[config.mk]
export PLATFORM = sky130hd
export DESIGN_NAME = alu_pipe
export DESIGN_NICKNAME = d
export VERILOG_FILES = /design/src/rtl/alu_pipe.sv
export SDC_FILE = /design/constraint.sdc
export NUM_CORES = 1
export LEC_CHECK = 0
export ABC_AREA = 1
export CORE_MARGIN = 4
export CORE_UTILIZATION = 30
export CTS_CLUSTER_DIAMETER = 150
export DETAILED_ROUTE_END_ITERATION = 10
export SLEW_MARGIN = 40
export SYNTH_ARGS = -nofsm -noshare
export SYNTH_HDL_FRONTEND = slang
export SYNTH_SLANG_ARGS = --single-unit
[constraint.sdc]
create_clock -name clk -period 2.6 [get_ports clk]
set_input_delay 0.78 -clock clk [delete_from_list [all_inputs] [get_ports clk]]
set_output_delay 0.78 -clock clk [all_outputs]
set_load 0.05 [all_outputs]
[src/rtl/alu_pipe.sv]
// Two-stage valid/ready pipelined Hack ALU: S1 preprocesses operands, S2 holds the result.
// Optional op_count output is enabled by defining ALU_PIPE_STATS_EN.
module alu_pipe #(
  parameter int unsigned WIDTH = 16
) (
  input  logic             clk,
  input  logic             rst_n,
  input  logic             in_valid,
  output logic             in_ready,
  input  logic [WIDTH-1:0] x,
  input  logic [WIDTH-1:0] y,
  input  logic [5:0]       ctrl,
  output logic             out_valid,
  input  logic             out_ready,
  output logic [WIDTH-1:0] out,
  output logic             zr,
  output logic             ng
`ifdef ALU_PIPE_STATS_EN
  ,
  output logic [WIDTH-1:0] op_count
`endif
);

  localparam int unsigned CTRL_ZX = 5;
  localparam int unsigned CTRL_NX = 4;
  localparam int unsigned CTRL_ZY = 3;
  localparam int unsigned CTRL_NY = 2;
  localparam int unsigned CTRL_F  = 1;
  localparam int unsigned CTRL_NO = 0;

  typedef struct packed {
    logic [WIDTH-1:0] xp;
    logic [WIDTH-1:0] yp;
    logic             f;
    logic             no;
  } s1_t;

  typedef struct packed {
    logic [WIDTH-1:0] r;
    logic             zr;
    logic             ng;
  } s2_t;

  logic s1_valid_q, s1_valid_d;
  logic s2_valid_q, s2_valid_d;
  s1_t  s1_q, s1_d, s1_in;
  s2_t  s2_q, s2_d, s2_in;
  logic out_hs_c;
  logic s2_load_c;
  logic in_hs_c;
  logic [WIDTH-1:0] sum_c;

  // Operand preprocessing from the raw inputs (zero then optional invert).
  always_comb begin
    s1_in    = '0;
    s1_in.xp = ctrl[CTRL_ZX] ? '0 : x;
    if (ctrl[CTRL_NX]) begin
      s1_in.xp = ~s1_in.xp;
    end
    s1_in.yp = ctrl[CTRL_ZY] ? '0 : y;
    if (ctrl[CTRL_NY]) begin
      s1_in.yp = ~s1_in.yp;
    end
    s1_in.f  = ctrl[CTRL_F];
    s1_in.no = ctrl[CTRL_NO];
  end

  // Result function on the S1 contents; addition wraps silently.
  always_comb begin
    s2_in = '0;
    sum_c = WIDTH'(s1_q.xp + s1_q.yp);
    s2_in.r = s1_q.f ? sum_c : (s1_q.xp & s1_q.yp);
    if (s1_q.no) begin
      s2_in.r = ~s2_in.r;
    end
    s2_in.zr = (s2_in.r == '0);
    s2_in.ng = s2_in.r[WIDTH-1];
  end

  // Handshakes: in_ready depends only on out_ready and stage valids.
  always_comb begin
    out_hs_c  = s2_valid_q && out_ready;
    s2_load_c = !s2_valid_q || out_hs_c;
    in_ready  = !s1_valid_q || s2_load_c;
    in_hs_c   = in_valid && in_ready;
  end

  always_comb begin
    s1_valid_d = s1_valid_q;
    s1_d       = s1_q;
    s2_valid_d = s2_valid_q;
    s2_d       = s2_q;
    if (in_ready) begin
      s1_valid_d = in_valid;
    end
    if (in_hs_c) begin
      s1_d = s1_in;
    end
    if (s2_load_c) begin
      s2_valid_d = s1_valid_q;
      if (s1_valid_q) begin
        s2_d = s2_in;
      end
    end
  end

  always_ff @(posedge clk or negedge rst_n) begin
    if (!rst_n) begin
      s1_valid_q <= 1'b0;
      s1_q       <= '0;
      s2_valid_q <= 1'b0;
      s2_q       <= '0;
    end else begin
      s1_valid_q <= s1_valid_d;
      s1_q       <= s1_d;
      s2_valid_q <= s2_valid_d;
      s2_q       <= s2_d;
    end
  end

  assign out_valid = s2_valid_q;
  assign out       = s2_q.r;
  assign zr        = s2_q.zr;
  assign ng        = s2_q.ng;

`ifdef ALU_PIPE_STATS_EN
  logic [WIDTH-1:0] op_count_q, op_count_d;

  // Completed-operation counter, wraps naturally at full scale.
  always_comb begin
    op_count_d = op_count_q;
    if (out_hs_c) begin
      op_count_d = WIDTH'(op_count_q + WIDTH'(1));
    end
  end

  always_ff @(posedge clk or negedge rst_n) begin
    if (!rst_n) begin
      op_count_q <= '0;
    end else begin
      op_count_q <= op_count_d;
    end
  end

  assign op_count = op_count_q;
`endif

endmodule

[Word-level counts from Yosys, hierarchy flattened]
Cells that the tools add are included.
Cells by class
  $add $sub $neg: 1
  multipliers: 0
  div/mod/pow operators: 0
  magnitude comparators: 0
  eq/ne operators: 0
  shifts and indexed selects: 0
  mux-type cells: 6
  bitwise operators: 4
  reductions and logical operators: 8
Operator list (count)
  $mux 16: 6
  $not 16->16: 3
  $add 16x16->16: 1
  $and 16x16->16: 1
  $logic_not 16->1: 1
  $logic_and 1x1->1: 2
  $logic_not 1->1: 2
  $logic_or 1x1->1: 2
  $reduce_and 2->1: 1
Word-level totals
  bits in registers: 54
  latch bits: 0
  memory bits (writable): 0
  bits in read-only memories: 0
  input port bits: 42
  output and inout bits: 20
  logic and storage cells: 28
  memories: 0

[Longest topological paths before layout]
Gate-level depths: netlist of run 1.
  depth in word-level cells: 5
  mapped depth: 16
  mapped depth without buffers: 16

[Worst setup path before layout of run 1]
No wires, ideal clock.
  kind: input port to flip-flop
  start point: input out_ready
  end point: register s1_q[2] (netlist name)
  library setup time: 134 ps
  arrival: 2118 ps
  required time: 2466 ps
  path slack: 348 ps
  cell stages on the path: 6
  path buffers: 2
  path through: inv_1 nand3_1 nand2_1 clkbuf_1 clkbuf_1 o21ai_0
On the way
  cells in the longest elaborated chain, start to end: 4
RTL lines
  start, declared: RTL line 14  | input logic out_ready,
  $logic_and 1x1->1: RTL line 82  | out_hs_c = s2_valid_q && out_ready;
  $logic_or 1x1->1: RTL line 83  | s2_load_c = !s2_valid_q || out_hs_c;
  $logic_or 1x1->1: RTL line 84  | in_ready = !s1_valid_q || s2_load_c;
  via in_ready: RTL line 9  | output logic in_ready,
  $logic_and 1x1->1: RTL line 85  | in_hs_c = in_valid && in_ready;
  end signal, assigned: RTL line 110  | s1_q <= '0;
  end signal, assigned: RTL line 115  | s1_q <= s1_d;
  end, declared: RTL line 46  | s1_t s1_q, s1_d, s1_in;
The timed path passes the listed nets, and every way through them passes these cells.
A chain may end at the register's enable or synchronous reset.

[Final worst setup path of run 1]
  start point: input out_ready
  end point: output in_ready
On the way
  cells in the longest elaborated chain, start to end: 3
RTL lines (RTL line)
  $logic_and 1x1->1: 82
  $logic_or 1x1->1: 83
  $logic_or 1x1->1: 84
  end, declared: 9
No other way between the ends.

==> results of run 1 <==
sequential cells by signal, summed over array words and instances, names as in the netlist:
signal      count
zr              1
out_valid       1
s1_valid_q      1
s1_q           34
out            16
worst reg2reg max path: stages, from the launching register on:
cell     delay [ns]
dfrtp_1        0.39
ha_1           0.26
fa_1           0.49
inv_1          0.04
nand2_1        0.04
o21ai_0        0.11
nand2_1        0.08
nand2_1        0.04
nor2_1         0.14
nand2_1        0.06
nor2_1         0.12
nand3_1        0.09
nor2_1         0.11
nand3_1        0.08
nor2_1         0.09
nand3_1        0.07
nand2_1        0.06
metrics by stage:
step / setup slack, ns / hold WS, ns / total power [mW] / instance area [sq um] / util
6_report: 0.199 / 0.468 / 3.97 / 4810 / 0.383
2_1_floorplan: 0.348 / 0.447 / 2.60 / 3840 / -
3_5_place_dp: 0.128 / 0.466 / 3.23 / 4650 / 0.370
5_1_grt: 0.0278 / 0.515 / 4.29 / 4810 / 0.383
3_3_place_gp: 0.160 / 0.463 / 3.18 / 4650 / 0.370
4_1_cts: 0.187 / 0.486 / 4.00 / 4810 / 0.383
routing by layer:
layer	up-vias	routed length, um	global-route usage
li1	1922	-	-
met1	1576	5250	0.209
met2	77	4040	0.219
met3	7	425	0.0289
met4	0	95	0.0297
met5	-	0	0
path summary, 6_finish.rpt:
check | depth (start not counted) | slack [ns] | end
worst max-delay path | 4 | 0.20 | in_ready
worst min-delay path | 1 | 0.47 | out[0]
worst max register to register | 16 | 0.27 | zr
worst min register to register | 2 | 0.48 | out_valid
max in group asynchronous | 2 | 1.58 | s1_q[29]
min in group clk | 2 | 0.48 | out_valid
cell type report:
type                            count  share of cell area
Clock inverter                      2             0.00806
Inverter                           50              0.0390
Clock buffer                        5              0.0260
Multi-Input combinational cell    445               0.459
Tap cell                          172              0.0447
Sequential cell                    53               0.276
Timing Repair Buffer               70               0.147
layout by cell type, fill, tap and decap left out, types with 12 or more instances in the layout:
master             n
a21oi_1           12
ha_1              16
nand3_1           71
dfrtp_1           53
o21ai_0           48
nor2_1            25
xor2_1            33
clkdlybuf4s50_1   59
nand2_1          221
inv_1             48
cell families after synthesis:
kind of cell | synth area share
DFF | 0.346
adders and majority gates | 0.0574
buffers and inverters | 0.0789
xor gates and xnor gates | 0.0753
AOI/OAI and AO/OA | 0.0848
and+or+nand+nor | 0.358
power by group through the flow:
stage               Sequential [mW]  Clock [mW]  Combinational [mW]
floorplan                      1.50           0                1.10
global placement               1.16           0                2.03
detailed placement             1.17           0                2.06
CTS                            1.15       0.786                2.07
global route                   1.18       0.816                2.30
finish                         1.15       0.770                2.05
==> report_table.html, run 1 <==
<table>
<tr><th>Metric</th><th>Value</th></tr>
<tr><th colspan="2">STA</th></tr>
<tr><td>Maximum frequency from static timing analysis</td><td>416 MHz</td></tr>
<tr><td>RSZ-0062 raised after global routing</td><td>false</td></tr>
<tr><td>Max-slew violation count</td><td>0</td></tr>
<tr><td>Setup violation total in the final timing report</td><td>0</td></tr>
<tr><td>Sum of negative setup slack</td><td>0 ns</td></tr>
<tr><td>Part of the cycle the worst path needs</td><td>0.924</td></tr>
<tr><td>Number of endpoints with negative hold slack in the final report</td><td>0</td></tr>
<tr><td>Worst clock skew on the final layout</td><td>0.00396 ns</td></tr>
<tr><td>Final critical-path required period</td><td>2.40 ns</td></tr>
<tr><td>Worst slew pin tran</td><td>0.549 ns</td></tr>
<tr><td>Max-slew headroom</td><td>0.634</td></tr>
<tr><th colspan="2">Pwr</th></tr>
<tr><td>Fraction of power consumed by the clock network</td><td>0.194</td></tr>
<tr><td>Worst supply voltage drop on vdd</td><td>0.311 mV</td></tr>
<tr><td>Power per cell area</td><td>825 nW/um^2</td></tr>
<tr><td>Internal power contribution</td><td>2.19 mW</td></tr>
<tr><td>Lkg Pwr</td><td>2.39 nW</td></tr>
<tr><td>Part of the power in registers</td><td>0.289</td></tr>
<tr><td>Net switching component of the power</td><td>1.78 mW</td></tr>
<tr><td>Switching fraction of total power</td><td>0.448</td></tr>
<tr><td>Share of power burned in combinational logic</td><td>0.517</td></tr>
<tr><th colspan="2">Clock tree</th></tr>
<tr><td>Reg clk slew, reported paths</td><td>0.07 ns</td></tr>
<tr><td>Longest Clk Path Bufs</td><td>2</td></tr>
<tr><td>Number of buffers added to fix hold violations after cts</td><td>0</td></tr>
<tr><td>Clk root buf</td><td>clkbuf_16</td></tr>
<tr><td>Count of cells resized by post-cts repair</td><td>0</td></tr>
<tr><td>Num CTS Buffers</td><td>5</td></tr>
<tr><td>Insertion delay of the later-clocked pin in the worst-skew pair</td><td>0.29 ns</td></tr>
<tr><td>H-tree levels</td><td>2</td></tr>
<tr><td>Sinks on the clock net</td><td>53</td></tr>
<tr><td>Post-CTS setup-driven buffer insertion count</td><td>0</td></tr>
<tr><td>CTS tree</td><td>built</td></tr>
<tr><th colspan="2">Logic synthesis</th></tr>
<tr><td>Post-synthesis instance total</td><td>573</td></tr>
<tr><td>Net count after synthesis</td><td>632</td></tr>
<tr><td>Synth async-reset ratio</td><td>1.00</td></tr>
<tr><td>Post-synthesis sequential area ratio</td><td>0.346</td></tr>
<tr><td>Dominant cell by count in the synthesized netlist</td><td>nand2_1</td></tr>
<tr><td>Fraction of synthesized cell area taken by the top area cell type</td><td>0.346</td></tr>
<tr><td>Ys flop type</td><td>dfrtp_1</td></tr>
<tr><td>Count of state elements after synthesis</td><td>53</td></tr>
<tr><td>Commonest cells in the synthesized netlist</td><td>nand2_1, nand3_1, dfrtp_1, inv_1, o21ai_0</td></tr>
<tr><td>Number of synthesis warnings</td><td>0</td></tr>
<tr><td>Most area-consuming cells after synthesis</td><td>dfrtp_1, nand2_1, nand3_1, xor2_1, o21ai_0</td></tr>
<tr><td>Number of distinct library cells after synthesis</td><td>23</td></tr>
<tr><td>Number of flops mapped to enable cells by yosys</td><td>0</td></tr>
<tr><td>Library cell with the largest summed area after synthesis</td><td>dfrtp_1</td></tr>
<tr><td>Post-synthesis area per instance</td><td>6.70 sq um</td></tr>
<tr><td>Post-synth design cell area</td><td>3840 sq um</td></tr>
<tr><th colspan="2">GRT</th></tr>
<tr><td>Vias in the first global route</td><td>3595</td></tr>
<tr><td>Initial antenna violation count</td><td>0</td></tr>
<tr><td>Wire length of the first global-routing pass</td><td>17200 um</td></tr>
<tr><td>Pin count of the biggest net entering global routing</td><td>67</td></tr>
<tr><td>Global-route usage over all layers</td><td>0.143</td></tr>
<tr><td>Total gr overflow</td><td>0</td></tr>
<tr><th colspan="2">Worst setup path</th></tr>
<tr><td>CP max-delay cell</td><td>clkdlybuf4s50_1</td></tr>
<tr><td>Category of the critical setup timing path</td><td>input port to primary output</td></tr>
<tr><td>Critical path origin</td><td>out_ready</td></tr>
<tr><td>Reg-to-reg critical path startpoint</td><td>s1_q[2]</td></tr>
<tr><td>CP arrival</td><td>1.62 ns</td></tr>
<tr><td>Worst Setup Start Kind</td><td>input port</td></tr>
<tr><td>Endpoint type of the worst setup path</td><td>primary output</td></tr>
<tr><td>Crit-path max FO</td><td>3</td></tr>
<tr><td>Ordered list of cells on the worst path</td><td>clkdlybuf4s50_1, inv_1, nand3_1, buf_12</td></tr>
<tr><td>Cell family with most CP delay</td><td>buffers and inverters</td></tr>
<tr><td>Worst path max stage delay</td><td>0.39 ns</td></tr>
<tr><td>Critical path buffer and inverter count</td><td>3</td></tr>
<tr><td>Required time of the critical path</td><td>1.82 ns</td></tr>
<tr><th colspan="2">Floorplan</th></tr>
<tr><td>Row count</td><td>41</td></tr>
<tr><td>Die Span X</td><td>121 um</td></tr>
<tr><td>Die Area</td><td>14700 sq um</td></tr>
<tr><td>Die height</td><td>121 um</td></tr>
<tr><td>Core Region</td><td>12600 sq um</td></tr>
<tr><td>I/O pin count</td><td>62</td></tr>
<tr><td>Starting utilization of the core area</td><td>0.305</td></tr>
<tr><th colspan="2">Route</th></tr>
<tr><td>Final routed wirelength across all metal layers</td><td>9820 um</td></tr>
<tr><td>First-pass DRT Iterations</td><td>4</td></tr>
<tr><td>Ratio of routed vias to standard cells</td><td>4.49</td></tr>
<tr><td>Final antenna-violating net count</td><td>0</td></tr>
<tr><td>Total number of vias</td><td>3582</td></tr>
<tr><td>Drc violations</td><td>0</td></tr>
<tr><td>Wire per inst</td><td>12.3 um</td></tr>
<tr><td>Number of DRC violations after detailed-routing iteration 0</td><td>136</td></tr>
<tr><th colspan="2">Finish</th></tr>
<tr><td>Multi-input logic area</td><td>2210 sq um</td></tr>
<tr><td>Area Growth Syn to Fin</td><td>25.3%</td></tr>
<tr><td>Number of nets in the finished design</td><td>684</td></tr>
<tr><td>Storage element area</td><td>1330 sq um</td></tr>
<tr><td>Count of non-filler cells in the finished layout</td><td>797</td></tr>
<tr><td>Number of filler instances in the final layout</td><td>1358</td></tr>
<tr><td>Fraction of layout instances using a drive strength above 1</td><td>0.0448</td></tr>
<tr><td>Antenna cell count</td><td>0</td></tr>
<tr><th colspan="2">Placement</th></tr>
<tr><td>Weighted congestion reported at the end of routability-driven placement</td><td>0.830</td></tr>
<tr><td>Dpl hpwl</td><td>7780 um</td></tr>
<tr><td>Instance count after placement with tap cells included</td><td>790</td></tr>
<tr><td>Number of buffer cells added on primary ports</td><td>61</td></tr>
<tr><th colspan="2">Job</th></tr>
<tr><td>Total of max-cap violations</td><td>0</td></tr>
<tr><th colspan="2">Run status</th></tr>
<tr><td>Run status</td><td>completed</td></tr>
<tr><th colspan="2">Min path</th></tr>
<tr><td>Class of the worst hold path</td><td>input port to async pin</td></tr>
</table>
Power figures use the tool's default switching activity.
==> inputs of run 2 (changes only) <==
Settings changed: GPL_TIMING_DRIVEN from default to 0.
==> run 2 against run 1 <==
Register-to-register slack better by 0.03 ns; worst hold slack worse by 0.13 ns; sequential power hardly changed; final cell count is 1.9% higher; total power hardly changed; via count is 2.3% higher; count of clock-buffer cells in the layout stayed put; non-clock buffer count is 15 higher; combinational power hardly changed; maximum frequency is 2.2% lower; largest power group unchanged.
==> report_table.html, run 2 (same netlist as run 1, synthesis figures left out) <==
<table>
<tr><th>Metric</th><th>Value</th></tr>
<tr><th colspan="2">Clock tree</th></tr>
<tr><td>Number of buffers added to fix hold violations after cts</td><td>0 (unchanged)</td></tr>
<tr><td>Clk root buf</td><td>clkbuf_16 (unchanged)</td></tr>
<tr><td>Reg clk slew, reported paths</td><td>0.07 ns (about the same)</td></tr>
<tr><td>H-tree levels</td><td>2 (unchanged)</td></tr>
<tr><td>Num CTS Buffers</td><td>5 (unchanged)</td></tr>
<tr><td>Longest Clk Path Bufs</td><td>2 (unchanged)</td></tr>
<tr><td>CTS tree</td><td>built (unchanged)</td></tr>
<tr><td>Sinks on the clock net</td><td>53 (unchanged)</td></tr>
<tr><td>Insertion delay of the later-clocked pin in the worst-skew pair</td><td>0.29 ns (about the same)</td></tr>
<tr><th colspan="2">GRT</th></tr>
<tr><td>Pin count of the biggest net entering global routing</td><td>38 (was 67)</td></tr>
<tr><td>Total gr overflow</td><td>0 (unchanged)</td></tr>
<tr><td>Met1 global-route usage</td><td>0.205 (was 0.209)</td></tr>
<tr><td>Busiest grt layer</td><td>met2 (unchanged)</td></tr>
<tr><td>Vias in the first global route</td><td>3658 (was 3595)</td></tr>
<tr><td>Global-route usage over all layers</td><td>0.143 (about the same)</td></tr>
<tr><td>Initial antenna violation count</td><td>0 (unchanged)</td></tr>
<tr><td>M3 GR Usage</td><td>0.0219 (was 0.0289)</td></tr>
<tr><td>Met2 Resource Use GR</td><td>0.223 (was 0.219)</td></tr>
<tr><td>Wire length of the first global-routing pass</td><td>17200 um (about the same)</td></tr>
<tr><th colspan="2">Route</th></tr>
<tr><td>Wire per inst</td><td>12.3 um (about the same)</td></tr>
<tr><td>Ratio of routed vias to standard cells</td><td>4.51 (was 4.49)</td></tr>
<tr><td>First-pass DRT Iterations</td><td>4 (unchanged)</td></tr>
<tr><td>Drc violations</td><td>0 (unchanged)</td></tr>
<tr><td>Final antenna-violating net count</td><td>0 (unchanged)</td></tr>
<tr><td>Final routed wirelength across all metal layers</td><td>10000 um (was 9820 um)</td></tr>
<tr><td>Number of DRC violations after detailed-routing iteration 0</td><td>173 (was 136)</td></tr>
<tr><td>Total number of vias</td><td>3665 (was 3582)</td></tr>
<tr><th colspan="2">Pwr</th></tr>
<tr><td>Worst supply voltage drop on vdd</td><td>0.287 mV (was 0.311 mV)</td></tr>
<tr><td>Lkg Pwr</td><td>2.40 nW (was 2.39 nW)</td></tr>
<tr><td>Power per cell area</td><td>824 nW/um^2 (was 825 nW/um^2)</td></tr>
<tr><th colspan="2">Run status</th></tr>
<tr><td>Run status</td><td>completed (unchanged)</td></tr>
<tr><th colspan="2">Placement</th></tr>
<tr><td>Instance count after placement with tap cells included</td><td>805 (was 790)</td></tr>
<tr><td>Pre-CTS worst setup slack</td><td>-0.415 ns (was 0.128 ns)</td></tr>
<tr><td>Weighted congestion reported at the end of routability-driven placement</td><td>0.898 (was 0.830)</td></tr>
<tr><td>Number of buffer cells added on primary ports</td><td>59 (was 61)</td></tr>
<tr><td>Dpl hpwl</td><td>8290 um (was 7780 um)</td></tr>
<tr><th colspan="2">STA</th></tr>
<tr><td>Worst slew pin tran</td><td>0.528 ns (was 0.549 ns)</td></tr>
<tr><td>Worst clock skew on the final layout</td><td>0.00819 ns (was 0.00396 ns)</td></tr>
<tr><td>Sum of negative setup slack</td><td>0 ns (unchanged)</td></tr>
<tr><td>Max-slew headroom</td><td>0.648 (was 0.634)</td></tr>
<tr><td>Post-Route Hold Slack</td><td>0.338 ns (was 0.468 ns)</td></tr>
<tr><td>Setup violation total in the final timing report</td><td>0 (unchanged)</td></tr>
<tr><td>Max-slew violation count</td><td>0 (unchanged)</td></tr>
<tr><td>Final critical-path required period</td><td>2.46 ns (was 2.40 ns)</td></tr>
<tr><td>Part of the cycle the worst path needs</td><td>0.945 (was 0.924)</td></tr>
<tr><td>Final worst slack</td><td>0.144 ns (was 0.199 ns)</td></tr>
<tr><td>Number of endpoints with negative hold slack in the final report</td><td>0 (unchanged)</td></tr>
<tr><td>Maximum frequency from static timing analysis</td><td>407 MHz (was 416 MHz)</td></tr>
<tr><td>RSZ-0062 raised after global routing</td><td>false (unchanged)</td></tr>
<tr><th colspan="2">Worst setup path</th></tr>
<tr><td>R2R cell count</td><td>16 (unchanged)</td></tr>
<tr><td>Category of the critical setup timing path</td><td>input port to primary output (unchanged)</td></tr>
<tr><td>FF-to-FF End</td><td>zr (unchanged)</td></tr>
<tr><td>Crit-path max FO</td><td>3 (unchanged)</td></tr>
<tr><td>Endpoint type of the worst setup path</td><td>primary output (unchanged)</td></tr>
<tr><td>Worst Setup Start Kind</td><td>input port (unchanged)</td></tr>
<tr><td>Reg-to-reg critical path startpoint</td><td>s1_q[18] (was s1_q[2])</td></tr>
<tr><td>CP arrival</td><td>1.68 ns (was 1.62 ns)</td></tr>
<tr><td>Required time of the critical path</td><td>1.82 ns (about the same)</td></tr>
<tr><td>Worst reg-to-reg setup slack</td><td>0.30 ns (was 0.27 ns)</td></tr>
<tr><th colspan="2">Finish</th></tr>
<tr><td>Finished Core Util</td><td>0.383 (about the same)</td></tr>
<tr><td>Number of filler instances in the final layout</td><td>1375 (was 1358)</td></tr>
<tr><td>Antenna cell count</td><td>0 (unchanged)</td></tr>
<tr><td>Area Growth Syn to Fin</td><td>25.6% (was 25.3%)</td></tr>
<tr><td>Multi-input logic area</td><td>2210 sq um (unchanged)</td></tr>
<tr><td>Most frequent cells in the layout</td><td>nand2_1, nand3_1, clkdlybuf4s50_1 (unchanged)</td></tr>
<tr><td>Most frequent standard cell in the layout excluding fill and tap cells</td><td>nand2_1 (unchanged)</td></tr>
<tr><td>Flip-flop count of the largest register, all copies and words added</td><td>34 (unchanged)</td></tr>
<tr><td>Most flop-heavy register</td><td>s1_q (unchanged)</td></tr>
<tr><td>Count of non-filler cells in the finished layout</td><td>812 (was 797)</td></tr>
<tr><td>Fraction of layout instances using a drive strength above 1</td><td>0.0484 (was 0.0448)</td></tr>
<tr><td>Number of nets in the finished design</td><td>699 (was 684)</td></tr>
<tr><td>Storage element area</td><td>1330 sq um (unchanged)</td></tr>
<tr><th colspan="2">Floorplan</th></tr>
<tr><td>Row count</td><td>41 (unchanged)</td></tr>
<tr><td>I/O pin count</td><td>62 (unchanged)</td></tr>
<tr><td>Core Region</td><td>12600 sq um (unchanged)</td></tr>
<tr><td>Die Span X</td><td>121 um (unchanged)</td></tr>
<tr><td>Starting utilization of the core area</td><td>0.305 (unchanged)</td></tr>
<tr><td>Die Area</td><td>14700 sq um (unchanged)</td></tr>
<tr><td>Die height</td><td>121 um (unchanged)</td></tr>
<tr><th colspan="2">Job</th></tr>
<tr><td>Total of max-cap violations</td><td>0 (unchanged)</td></tr>
<tr><th colspan="2">Min path</th></tr>
<tr><td>Class of the worst hold path</td><td>input port to async pin (unchanged)</td></tr>
</table>
## run 2: worst max-delay path: stages
cell and delay, ns:
clkdlybuf4s50_1 0.45, inv_1 0.06, nand3_1 0.10, buf_2 0.28
## run 2: metal layers
metal | wire length, um | up-vias | share of wire
met5 | 0 | - | 0
met4 | 114 | 0 | 0.011
met3 | 513 | 11 | 0.051
met2 | 4340 | 108 | 0.43
met1 | 5060 | 1595 | 0.51
li1 | - | 1951 | -
## run 2: power by group
part           total (mW)  internal [mW]  switching [mW]
Combinational        2.07          0.722            1.35
Sequential           1.14           1.02           0.118
Clock               0.763          0.453           0.309
## run 2: through the flow
| stage | instance area [sq um] | total power, mW |
|---|---|---|
| finish | 4820 | 3.97 |
| global route | 4820 | 4.29 |
| CTS | 4830 | 4.01 |
| detailed placement | 4660 | 3.23 |
| global placement | 4640 | 3.18 |
| floorplan | 3840 | 2.60 |
## run 2: how the worst max path moves through the flow
stage | startpoint | end | slack, ns | cells past startpoint
2_1_floorplan | out_ready | s1_q[2] | 0.35 | 6
3_3_place_gp | rst_n | s1_q[15] | -0.80 | 1
3_5_place_dp | out_ready | in_ready | -0.41 | 4
4_1_cts | out_ready | in_ready | 0.01 | 4
5_1_grt | s1_q[18] | zr | 0.03 | 16
6_report | out_ready | in_ready | 0.14 | 4
## run 2: layout make-up
type	count	area share
well taps	172	0.0447
multi-input cells	445	0.458
repair buffers	60	0.125
clock buffers	5	0.0260
plain buffers	25	0.0239
flip-flops and latches	53	0.275
clock inverters	2	0.00805
inverters	50	0.0389
## run 2: what timing repair did
action / 4_1_cts / 5_1_grt
resized for setup: 3 / 2
hold endpoints to repair: 0 / 0
setup buffers: 0 / 0
endpoints found under the setup margin: 1 / 1
==> inputs of run 3 (changes only) <==
Settings changed: GPL_TIMING_DRIVEN 0 to default.
==> results of run 3 <==
No change in the layout: final DEF, timing and power equal those of run 1.
